===== src/rtl/seg_mode_ctrl.sv =====
// seg_mode_ctrl: mode sequencer and 8-digit multiplexed 7-segment arbiter.
// Debounces the mode/ack buttons, steps WATCH -> STOPWATCH -> ALARM_SET,
// lets an alarm ring preempt the display, and scans/decodes the digits with
// a short blanking window whenever the display source changes.
module seg_mode_ctrl #(
    parameter int DEB_CYCLES   = 20,
    parameter int SCAN_DIV     = 1,
    parameter int BLANK_CYCLES = 2,
    parameter int RING_CYCLES  = 10000
) (
    input  logic        clk,
    input  logic        rst,
    input  logic        mode_btn,
    input  logic        ack_btn,
    input  logic        alarm_hit,
    input  logic [31:0] watch_digits,
    input  logic [31:0] sw_digits,
    input  logic [31:0] alarm_digits,
    output logic [1:0]  state,
    output logic        ringing,
    output logic        mode_chg,
    output logic [7:0]  seg_data,
    output logic [7:0]  seg_com
);

    typedef enum logic [1:0] {
        WATCH     = 2'b00,
        STOPWATCH = 2'b01,
        ALARM_SET = 2'b10,
        ILLEGAL   = 2'b11
    } mode_t;

    localparam int DW = $clog2(DEB_CYCLES + 1);
    localparam int SW = $clog2(SCAN_DIV + 1);
    localparam int BW = $clog2(BLANK_CYCLES + 1);
    localparam int RW = $clog2(RING_CYCLES + 1);

    // ------------------------------------------------------------------
    // Button conditioning: bit 0 = mode, bit 1 = ack
    // ------------------------------------------------------------------
    logic [1:0] btn_raw;
    logic [1:0] sync1;
    logic [1:0] sync2;
    logic [1:0] deb;
    logic [1:0] deb_q;
    logic [1:0] btn_evt;
    logic       mode_evt;
    logic       ack_evt;

    assign btn_raw = {ack_btn, mode_btn};

    // Two-flop synchronizer for the asynchronous raw buttons
    always_ff @(posedge clk or negedge rst) begin
        if (!rst) begin
            sync1 <= '0;
            sync2 <= '0;
        end else begin
            sync1 <= btn_raw;
            sync2 <= sync1;
        end
    end

    for (genvar b = 0; b < 2; b++) begin : g_deb
        logic [DW-1:0] cnt;
        logic          level;

        // Flip the debounced level only after DEB_CYCLES consecutive differing samples
        always_ff @(posedge clk or negedge rst) begin
            if (!rst) begin
                cnt   <= '0;
                level <= 1'b0;
            end else if (sync2[b] != level) begin
                if (cnt == DW'(DEB_CYCLES - 1)) begin
                    level <= sync2[b];
                    cnt   <= '0;
                end else begin
                    cnt <= cnt + DW'(1);
                end
            end else begin
                cnt <= '0;
            end
        end

        assign deb[b] = level;
    end

    // Delayed debounced level for rising-edge event detection
    always_ff @(posedge clk or negedge rst) begin
        if (!rst) begin
            deb_q <= '0;
        end else begin
            deb_q <= deb;
        end
    end

    assign btn_evt  = deb & ~deb_q;
    assign mode_evt = btn_evt[0];
    assign ack_evt  = btn_evt[1];

    // ------------------------------------------------------------------
    // Alarm ring: alarm_hit always wins (start or restart)
    // ------------------------------------------------------------------
    logic          ring_nxt;
    logic [RW-1:0] ring_cnt;
    logic [RW-1:0] ring_cnt_nxt;

    // Next ring state: load on hit, clear on ack or when the count runs out
    always_comb begin
        ring_nxt     = ringing;
        ring_cnt_nxt = ring_cnt;
        if (alarm_hit) begin
            ring_nxt     = 1'b1;
            ring_cnt_nxt = RW'(RING_CYCLES);
        end else if (ringing) begin
            if (ack_evt || ring_cnt <= RW'(1)) begin
                ring_nxt     = 1'b0;
                ring_cnt_nxt = '0;
            end else begin
                ring_cnt_nxt = ring_cnt - RW'(1);
            end
        end
    end

    // Ring state register
    always_ff @(posedge clk or negedge rst) begin
        if (!rst) begin
            ringing  <= 1'b0;
            ring_cnt <= '0;
        end else begin
            ringing  <= ring_nxt;
            ring_cnt <= ring_cnt_nxt;
        end
    end

    // ------------------------------------------------------------------
    // Mode FSM: mode events are dropped while ringing or on an alarm hit
    // ------------------------------------------------------------------
    mode_t state_q;
    mode_t state_nxt;
    logic  mode_ok;
    logic  mode_adv;

    assign mode_ok = mode_evt && !ringing && !alarm_hit;

    // Mode state register
    always_ff @(posedge clk or negedge rst) begin
        if (!rst) begin
            state_q  <= WATCH;
            mode_chg <= 1'b0;
        end else begin
            state_q  <= state_nxt;
            mode_chg <= mode_adv;
        end
    end

    // Next mode; the unused encoding falls back to WATCH silently
    always_comb begin
        state_nxt = state_q;
        mode_adv  = 1'b0;
        case (state_q)
            WATCH: begin
                if (mode_ok) begin
                    state_nxt = STOPWATCH;
                    mode_adv  = 1'b1;
                end
            end
            STOPWATCH: begin
                if (mode_ok) begin
                    state_nxt = ALARM_SET;
                    mode_adv  = 1'b1;
                end
            end
            ALARM_SET: begin
                if (mode_ok) begin
                    state_nxt = WATCH;
                    mode_adv  = 1'b1;
                end
            end
            default: begin
                state_nxt = WATCH;
            end
        endcase
    end

    assign state = state_q;

    // ------------------------------------------------------------------
    // Display: source select, scan, decode, blanking
    // ------------------------------------------------------------------
    logic          src_chg;
    logic [31:0]   src;
    logic [3:0]    nib;
    logic [2:0]    idx;
    logic [SW-1:0] div_cnt;
    logic [BW-1:0] blank_cnt;

    assign src_chg = mode_adv || (ring_nxt != ringing);

    function automatic logic [7:0] seg_decode(input logic [3:0] n);
        logic [7:0] s;
        case (n)
            4'h0:    s = 8'h3F;
            4'h1:    s = 8'h06;
            4'h2:    s = 8'h5B;
            4'h3:    s = 8'h4F;
            4'h4:    s = 8'h66;
            4'h5:    s = 8'h6D;
            4'h6:    s = 8'h7D;
            4'h7:    s = 8'h07;
            4'h8:    s = 8'h7F;
            4'h9:    s = 8'h6F;
            default: s = 8'h40;
        endcase
        return s;
    endfunction

    // Digit source: the ring always shows the watch time
    always_comb begin
        src = watch_digits;
        if (!ringing) begin
            case (state_q)
                STOPWATCH: src = sw_digits;
                ALARM_SET: src = alarm_digits;
                default:   src = watch_digits;
            endcase
        end
    end

    assign nib = src[{idx, 2'b00} +: 4];

    // Registered segment outputs; a source change (re)starts blanking and rewinds the scan
    always_ff @(posedge clk or negedge rst) begin
        if (!rst) begin
            seg_data  <= 8'h00;
            seg_com   <= 8'hFF;
            idx       <= '0;
            div_cnt   <= '0;
            blank_cnt <= '0;
        end else if (src_chg || blank_cnt != '0) begin
            seg_data  <= 8'h00;
            seg_com   <= 8'hFF;
            idx       <= '0;
            div_cnt   <= '0;
            blank_cnt <= src_chg ? BW'(BLANK_CYCLES - 1) : blank_cnt - BW'(1);
        end else begin
            seg_data <= seg_decode(nib) | {ringing, 7'b0};
            seg_com  <= ~(8'd1 << idx);
            if (div_cnt == SW'(SCAN_DIV - 1)) begin
                div_cnt <= '0;
                idx     <= idx + 3'd1;
            end else begin
                div_cnt <= div_cnt + SW'(1);
            end
        end
    end

endmodule

===== config.mk =====
export PLATFORM = sky130hd
export DESIGN_NAME = seg_mode_ctrl
export DESIGN_NICKNAME = d
export VERILOG_FILES = /design/src/rtl/seg_mode_ctrl.sv
export SDC_FILE = /design/constraint.sdc
export NUM_CORES = 1
export LEC_CHECK = 0
export ABC_AREA = 1
export ABC_CLOCK_PERIOD_IN_PS = 2900
export CAP_MARGIN = 25
export CORE_MARGIN = 4
export CORE_UTILIZATION = 48
export CTS_BUF_LIST = sky130_fd_sc_hd__clkbuf_8
export CTS_CLUSTER_SIZE = 10
export DETAILED_ROUTE_END_ITERATION = 10
export PLACE_DENSITY = 0.83
export SLEW_MARGIN = 20
export SYNTH_ARGS = -nofsm -noshare
export SYNTH_HDL_FRONTEND = slang
export SYNTH_SLANG_ARGS = --single-unit
export TNS_END_PERCENT = 50

===== constraint.sdc =====
create_clock -name clk -period 2.9 [get_ports clk]
set_input_delay 0.87 -clock clk [delete_from_list [all_inputs] [get_ports clk]]
set_output_delay 0.87 -clock clk [all_outputs]
set_load 0.1 [all_outputs]

# Word-level counts from Yosys, hierarchy flattened
# Memory sizes are Yosys's and may differ from the RTL's.
# Index checks and enable logic that the tools add are counted.
dict set report word_totals {
  register_bits 58
  mem_bits_ro 112
  input_bits 101
  elab_cells 81
  memories 1
}
dict set report op_classes {
  add_sub_neg 6
  order_cmp 1
  eq_ne 11
  shifts 2
  n_mux 26
  bitwise_logic 4
  reduce_logical 14
}
# name depth word_bits read_ports rd_ports_with_merged_regs wr line
set mem_list {}
lappend mem_list {{(no name shown)} 16 7 1 0 0 201} ;# case (n)
# op count
set ops {}
lappend ops {{case mux 32 bit (2 select lines)} 1}
lappend ops {{two-way mux 14 bit} 3}
lappend ops {{two-way mux 32 bit} 1}
lappend ops {{indexed part select 32 x 6 -> 4 bit} 1}
lappend ops {{two-way mux 8 bit} 3}
lappend ops {{two-way mux 5 bit} 4}
lappend ops {{<= comparator 14 x 1 -> 1 bit (second input constant)} 1}
lappend ops {{subtractor 14 x 1 -> 14 bit (second input constant)} 1}
lappend ops {{adder 5 x 1 -> 5 bit (second input constant)} 2}
lappend ops {{equality test 5 bit (second input constant)} 2}
lappend ops {{two-way mux 2 bit} 4}
lappend ops {{inverter 8 bit} 1}
lappend ops {{OR 8 bit} 1}
lappend ops {{<< shifter 1 x 3 -> 8 bit (first input constant)} 1}
lappend ops {{two-way mux 1 bit} 7}
lappend ops {{two-way mux 3 bit} 2}
lappend ops {{inequality test 2 bit (second input constant)} 3}
lappend ops {{case mux 2 bit (3 select lines)} 1}
lappend ops {{AND reduction 2 bit} 2}
lappend ops {{nonzero test 2 bit} 2}
lappend ops {{adder 3 x 1 -> 3 bit (second input constant)} 1}
lappend ops {{logical OR 1 bit} 3}
lappend ops {{inequality test 1 bit} 3}
lappend ops {{AND reduction 3 bit} 1}
lappend ops {{11 further kinds} 13}

# Logic depth before layout (Yosys ltp)
# Gate-level depths: netlist of run 1.
dict set report logic_depth {
  depth_word 12
  depth_mapped 18
  ltp_nobuf 17
}

# Least setup slack after synthesis of run 1
# Ideal clock, no wire load.
dict set report synth_path {
  kind {register to register}
  startpoint {register state_q[1] (netlist: state[1])}
  endpoint {register seg_data[4]}
  t_arrival_ns 2.739
  path_slack_ns 0.046
  path_stages_with_launch 18
  period_less_slack_ns 2.854
  cell_sequence {dfrtp_1 -> inv_1 -> ha_1 -> nand2_4 -> inv_2 -> buf_6 -> nand3_1 -> nand2_1 -> nand2_1 -> nor2_1 -> nor2_1 -> nor2_2 -> inv_1 -> ha_1 -> nand2_1 -> nand2_1 -> nor2_1 -> nor2_1}
}
dict set report synth_via {
  elab_chain_cells 8
}
# item line
set synth_rtl {}
lappend synth_rtl {{start: declaration} 138} ;# mode_t state_q;
lappend synth_rtl {{start signal: assignment} 151} ;# state_q <= state_nxt;
lappend synth_rtl {{equality test 2 bit / equality test 2 x 1 -> 1 bit (equally long branches)} {160, 221}}
lappend synth_rtl {{case mux 32 bit (2 select lines)} 221} ;# case (state_q)
lappend synth_rtl {{two-way mux 32 bit} 220} ;# if (!ringing) begin
lappend synth_rtl {{indexed part select 32 x 6 -> 4 bit} 229} ;# assign nib = src[{idx, 2'b00} +: 4];
lappend synth_rtl {{memory read (16 x 7 bit)} n/a}
lappend synth_rtl {{two-way mux 8 bit} 239} ;# end else if (src_chg || blank_cnt != '0) begin
lappend synth_rtl {{OR 8 bit} 246} ;# seg_data <= seg_decode(nib) | {ringing, 7'b0};
lappend synth_rtl {{two-way mux 8 bit *} 239}
lappend synth_rtl {{end signal: assignment} 246}
lappend synth_rtl {{end: declaration} 22} ;# output logic [7:0] seg_data,
# Every way passes the cells marked *; elsewhere a longest branch is shown, timed or not. The select of a mux whose other input is x is not followed.
# A chain may end at the register's enable or synchronous reset.

# Worst setup path in the final report of run 1
dict set report layout_path {
  startpoint {register state_q[0] (netlist: state[0])}
  endpoint {register seg_data[5]}
}
# Same word-level chain as after synthesis.

==> flow_summary.ini, run 1 <==
[timing]
hold_viol = 0
skew_ns = 0.0112
finalSetupViolations = 0
rsz0062_at_grt = false
tightestPinTransition_ns = 0.590
setup_ws_ns = 0.376
fmaxAchievable_ghz = 0.396
min_period_ns = 2.52
finalSetupTns_ns = 0
slew_headroom = 0.607
drv_slew = 0
fin_crit_sh = 0.870

[worst_setup_path]
startpoint = state[0]$_DFFE_PN0P_
path_max_fanout = 22
max_stage_delay_ns = 0.43
cp_slowest_cell = dfrtp_1
cp_data_required_time_ns = 3.12
crit_arrival_ns = 2.74
start_kind = flip-flop
crit_chain = inv_1 -> ha_1 -> nand2_4 -> buf_4 -> o21ai_0 -> o211ai_1 -> nand3_1 -> nand2_1 -> inv_1 -> ha_1 -> nand3_1 -> nand2_1 -> nor2_1 -> nor2_1
critPathKind = reg -> reg
endpoint = seg_data[5]$_DFF_PN0_
crit_path_end_kind = flip-flop
r2r_end = seg_data[5]$_DFF_PN0_
r2r_slack_ns = 0.38
r2r_cells = 14
reg2reg_from = state[0]$_DFFE_PN0P_

[floorplan]
ioPinCount = 121
fp-row-count = 32
die_y_um = 96.5
fp.coreArea_sq_um = 7690
dieArea_sq_um = 9310
start_util = 0.489
die_w_um = 96.5

[route]
drt_iter0_markers = 112
wl_per_cell_um = 13.2
via_per_inst = 4.97
ant_nets = 0
drt_first_pass_iters = 5
totalWireLength_mm = 10.0
drc = 0
vias = 3785

[clock_tree]
clock_latency_ns = 0.33
hold_buffers = 0
max-clock-path-buffers = 2
clk_pin_slew_worst_paths_ns = 0.07
htree_levels = 3
numCtsBuffers = 9
cts_tree = yes
cts_resized = 0
post_cts_buffers = 0
cts_num_sinks = 57
root_buffer = clkbuf_8

[layout]
seq_area_sq_um = 1440
drive_gt1_frac = 0.100
diodes = 0
nets = 776
n_fill_cell = 669
multi_input_area_sq_um = 1980
synthToLayoutAreaGrowth_pct = 38.3

[placement]
dp_slack_ns = 0.160
io_buffer_count = 120
place_congestion = 0.922
hpwl_mm = 7.89

[logic_synthesis]
ys_seq_elements = 57
synth_xor_area_frac = 0.0373
synth_top_family_by_area = simple AND/OR/NAND/NOR gates
synth_warnings = 0
seq_area_frac_synth = 0.382
synth-adder-area-share = 0.0699
muxShareOfSynthArea = 0
netlist_instances = 535
synth_area_sq_um = 3760
yosysUniqueCellTypes = 32
synthSimpleGateAreaFrac = 0.341
synth_compound_area_frac = 0.0789
synth_fp_nets = 657
avgSynthCellArea_sq_um = 7.03

[global_route]
grt_overflow = 0
grt_max_degree = 33
groute.usage.overall = 0.226
grt_pass1_wl_mm = 16.6
grt_pass1_vias = 3825
antenna_found_initial = 0

[status]
status = finished, final reports clean

[power_and_ir_drop]
totalPowerFinal_w = 0.00383
p_per_area_nw_per_um2 = 737
p_leak_nw = 2.56
ir_drop_v = 0.000370

[min_path]
min_path_type = reg -> reg

[flow_run]
drv_cap = 0
-- how the worst min path moves through the flow --
stage                       startpoint            endpoint  slack [ns]  depth (start not counted)
global placement    sync1[1]$_DFF_PN0_  sync2[1]$_DFF_PN0_        0.34                          0
floorplan           sync1[0]$_DFF_PN0_  sync2[0]$_DFF_PN0_        0.33                          0
finish              sync1[1]$_DFF_PN0_  sync2[1]$_DFF_PN0_        0.35                          0
detailed placement  sync1[0]$_DFF_PN0_  sync2[0]$_DFF_PN0_        0.34                          0
global route        sync1[0]$_DFF_PN0_  sync2[0]$_DFF_PN0_        0.36                          0
CTS                 sync1[0]$_DFF_PN0_  sync2[0]$_DFF_PN0_        0.36                          0
-- registers in the layout (all words and copies together), names as in the netlist --
register,count
blank_cnt,2
deb_q,2
g_deb.cnt,10
g_deb.level,2
idx,3
mode_chg,1
ring_cnt,14
ringing,1
seg_com,8
seg_data,8
state,2
sync1,2
sync2,2
-- through the flow --
step | hold WS, ns | instance area [sq um] | std cells | util
after global routing | 0.359 | 5200 | 761 | 0.676
after global placement | 0.336 | 4990 | 745 | 0.649
after floorplan | 0.331 | 3760 | 535 | -
final | 0.354 | 5200 | 761 | 0.676
after detailed placement | 0.341 | 4990 | 745 | 0.649
after CTS | 0.355 | 5200 | 761 | 0.676
-- logic make-up after synthesis --
logic type | Yosys count
AND/OR/NAND/NOR | 309
flip-flops | 57
buffers and inverters | 81
AO/OA/AOI/OAI | 51
adder cells (fa/ha/maj) | 21
XOR/XNOR | 16
-- final cells by class --
cell class,count,share of cell area
clock buffers,9,0.0238
clock inverters,7,0.0169
inverters,59,0.0426
multi-input cells,397,0.381
flip-flops and latches,57,0.276
well taps,102,0.0246
repair buffers,130,0.235
-- worst max-delay path: cells and delay by family (launching register included) --
kind                       cells  cell delay (ns)
DFF                            1             0.43
AOI/OAI and AO/OA              2             0.31
and+or+nand+nor                7             0.67
buffers and inverters          3             0.45
adders and majority gates      2             0.52
-- cell usage after synthesis (all sizes together) --
| cell | count | area share |
|---|---|---|
| nand2 | 167 | 0.17 |
| nor2 | 71 | 0.072 |
| nand3 | 63 | 0.084 |
| inv | 58 | 0.058 |
| dfrtp | 49 | 0.33 |
| ha | 21 | 0.070 |
| a21oi | 20 | 0.027 |
| buf | 17 | 0.027 |
| o21ai | 16 | 0.023 |
| xor2 | 11 | 0.026 |
| dfstp | 8 | 0.056 |
| o22ai | 6 | 0.010 |
| clkbuf | 5 | 0.0050 |
| nor3 | 5 | 0.0080 |
| xnor2 | 5 | 0.012 |
| o211ai | 4 | 0.0080 |
| o221ai | 3 | 0.0070 |
| clkinv | 1 | 0.0010 |
| nand4 | 1 | 0.0033 |
| nor3b | 1 | 0.0020 |
| o21a | 1 | 0.0020 |
| o31ai | 1 | 0.0020 |
| or2 | 1 | 0.0017 |
-- placed cells by master (no fill, tap or decap), types with 11 or more instances in the layout --
cell	count
a21oi_1	20
buf_4	30
clkdlybuf4s50_1	99
dfrtp_1	49
ha_1	21
inv_1	55
nand2_1	165
nand3_1	63
nor2_1	69
o21ai_0	13
xor2_1	11
-- power by group --
group          switching [W]  total, W  internal [W]
Sequential          0.000102   0.00105      0.000945
Clock               0.000302  0.000778      0.000477
Combinational        0.00135   0.00200      0.000651
Total                0.00176   0.00383       0.00207
-- routing by layer --
metal | part of all wire | routed length (um) | vias to the layer above | track usage
li1 | - | - | 1927 | -
met1 | 0.38 | 3810 | 1702 | 0.240
met2 | 0.53 | 5370 | 137 | 0.426
met3 | 0.071 | 709 | 19 | 0.0596
met4 | 0.015 | 150 | 0 | 0.0794
met5 | 0 | 0 | - | 0
Note: power is estimated with default switching activity, not from simulation.
==> run 2, diff against run 1 <==
--- a/config.mk
+++ b/config.mk
@@ -13,7 +13,7 @@
 export CTS_BUF_LIST = sky130_fd_sc_hd__clkbuf_8
 export CTS_CLUSTER_SIZE = 10
 export DETAILED_ROUTE_END_ITERATION = 10
-export PLACE_DENSITY = 0.83
+export PLACE_DENSITY_LB_ADDON = 0.3
 export SLEW_MARGIN = 20
 export SYNTH_ARGS = -nofsm -noshare
 export SYNTH_HDL_FRONTEND = slang
==> run 2 against run 1 <==
Clock-buffer cell count increased by 1. First-iteration DRC count is 1.8% higher. Worst setup slack worse by 0.037 ns. Sequential cell count is the same. Wire length is 1.9% lower. Critical path type unchanged. Critical endpoint is now seg_data[6]$_DFF_PN0_.
==> flow_summary.ini, run 2 (synthesized netlist as in run 1, its figures left out) <==
[status]
status = finished, final reports clean

[min_path]
hold_end = sync2[0]$_DFF_PN0_
holdPathStages = 0
min_path_type = reg -> reg
min_from = sync1[0]$_DFF_PN0_

[route]
totalWireLength_mm = 9.85
via_per_inst = 4.91
drt_first_pass_iters = 5
drc = 0
vias = 3753
wl_per_cell_um = 12.9
drt_iter0_markers = 114
ant_nets = 0

[floorplan]
die_w_um = 96.5
fp-row-count = 32
ioPinCount = 121
start_util = 0.489
fp.coreArea_sq_um = 7690
die_y_um = 96.5
dieArea_sq_um = 9310

[clock_tree]
post_cts_buffers = 0
hold_buffers = 0
clk_pin_slew_worst_paths_ns = 0.07
root_buffer = clkbuf_8
numCtsBuffers = 9
cts_tree = yes
max-clock-path-buffers = 2
htree_levels = 3
clock_latency_ns = 0.34
cts_num_sinks = 57
cts_resized = 0

[timing]
skew_ns = 0.00585
hold_viol = 0
setup_ws_ns = 0.339
finalSetupViolations = 0
finalHoldWorstSlack_ns = 0.361
drv_slew = 0
slew_headroom = 0.706
finalSetupTns_ns = 0
tightestPinTransition_ns = 0.440
min_period_ns = 2.56
rsz0062_at_grt = false
fmaxAchievable_ghz = 0.390
fin_crit_sh = 0.883

[worst_setup_path]
crit_arrival_ns = 2.83
start_kind = flip-flop
cp_data_required_time_ns = 3.17
r2r_cells = 17
path_max_fanout = 22
reg2reg_from = state[1]$_DFFE_PN0P_
r2r_slack_ns = 0.34
crit_path_end_kind = flip-flop
r2r_end = seg_data[6]$_DFF_PN0_
critPathKind = reg -> reg

[layout]
largest_register_ffs = 14
n_fill_cell = 651
mostFrequentLayoutCell = nand2_1
top_regs = ring_cnt x14, g_deb.cnt x10
seq_area_sq_um = 1440
drive_gt1_frac = 0.106
synthToLayoutAreaGrowth_pct = 39.0
nets = 779
multi_input_area_sq_um = 1980
top_register = ring_cnt
finalInstanceArea_sq_um = 5230
final_util = 0.680
diodes = 0
final_cell_mix = nand2_1, clkdlybuf4s50_1, nor2_1

[power_and_ir_drop]
pwr-share-seq = 0.275
ir_drop_v = 0.000427
pwr-share-clk = 0.198
p_comb_frac = 0.527
switchingPower_w = 0.00177
p_int_w = 0.00204
p_leak_nw = 2.56
netSwitchingFraction = 0.464
p_per_area_nw_per_um2 = 729

[global_route]
grt_max_degree = 58
grt_overflow = 0
antenna_found_initial = 0
grt_pass1_vias = 3728
groute.usage.overall = 0.225
grt_pass1_wl_mm = 16.3

[placement]
io_buffer_count = 120
dp_slack_ns = 0.169
placed_cell_area_sq_um = 5020
place_congestion = 0.893
hpwl_mm = 7.83

[flow_run]
drv_cap = 0
==> run 2: per-layer routing <==
| layer | routed length (um) | global-route usage |
|---|---|---|
| met5 | 0 | 0 |
| met4 | 280 | 0.0993 |
| met1 | 3960 | 0.246 |
| met3 | 510 | 0.0519 |
| met2 | 5100 | 0.411 |
==> run 2: worst max path at each step <==
| stage | cells past startpoint | slack [ns] | startpoint | end |
|---|---|---|---|---|
| final | 17 | 0.34 | state[1]$_DFFE_PN0P_ | seg_data[6]$_DFF_PN0_ |
| after global routing | 16 | 0.06 | state[1]$_DFFE_PN0P_ | seg_data[4]$_DFF_PN0_ |
| after CTS | 17 | 0.32 | state[1]$_DFFE_PN0P_ | seg_data[6]$_DFF_PN0_ |
| after detailed placement | 10 | 0.17 | alarm_hit | seg_data[1]$_DFF_PN0_ |
| after global placement | 10 | 0.21 | alarm_hit | seg_data[1]$_DFF_PN0_ |
| after floorplan | 17 | 0.05 | state[1]$_DFFE_PN0P_ | seg_data[4]$_DFF_PN0_ |
==> run 2: area by class of cell <==
cell class	count	area share
Inverter	59	0.0424
Tap cell	102	0.0244
Clock inverter	6	0.0127
Clock buffer	10	0.0263
Sequential cell	57	0.275
Timing Repair Buffer	133	0.240
Multi-Input combinational cell	397	0.379
==> run 2: critical path: stages, from the launching register on <==
cell	delay, ns
dfrtp_1	0.44
inv_1	0.13
ha_1	0.32
nand2_4	0.08
buf_4	0.23
a21oi_1	0.10
nand2_1	0.07
nand2_1	0.05
nor2_1	0.14
nor2_1	0.07
nor2_2	0.23
inv_1	0.10
ha_1	0.23
inv_1	0.06
nand2_1	0.05
nand2_1	0.06
nor2_1	0.04
nor2_1	0.09
==> run 2: power by group through the flow <==
stage               Clock [W]  Combinational, W  Sequential, W
floorplan                   0           0.00110        0.00143
global placement            0           0.00196        0.00106
detailed placement          0           0.00201        0.00106
CTS                  0.000771           0.00202        0.00105
global route         0.000812           0.00225        0.00107
finish               0.000754           0.00201        0.00105
==> run 2: metrics by stage <==
stage               total power, W  instances
floorplan                  0.00253        535
global placement           0.00301        748
detailed placement         0.00308        748
CTS                        0.00384        764
global route               0.00413        764
finish                     0.00381        764
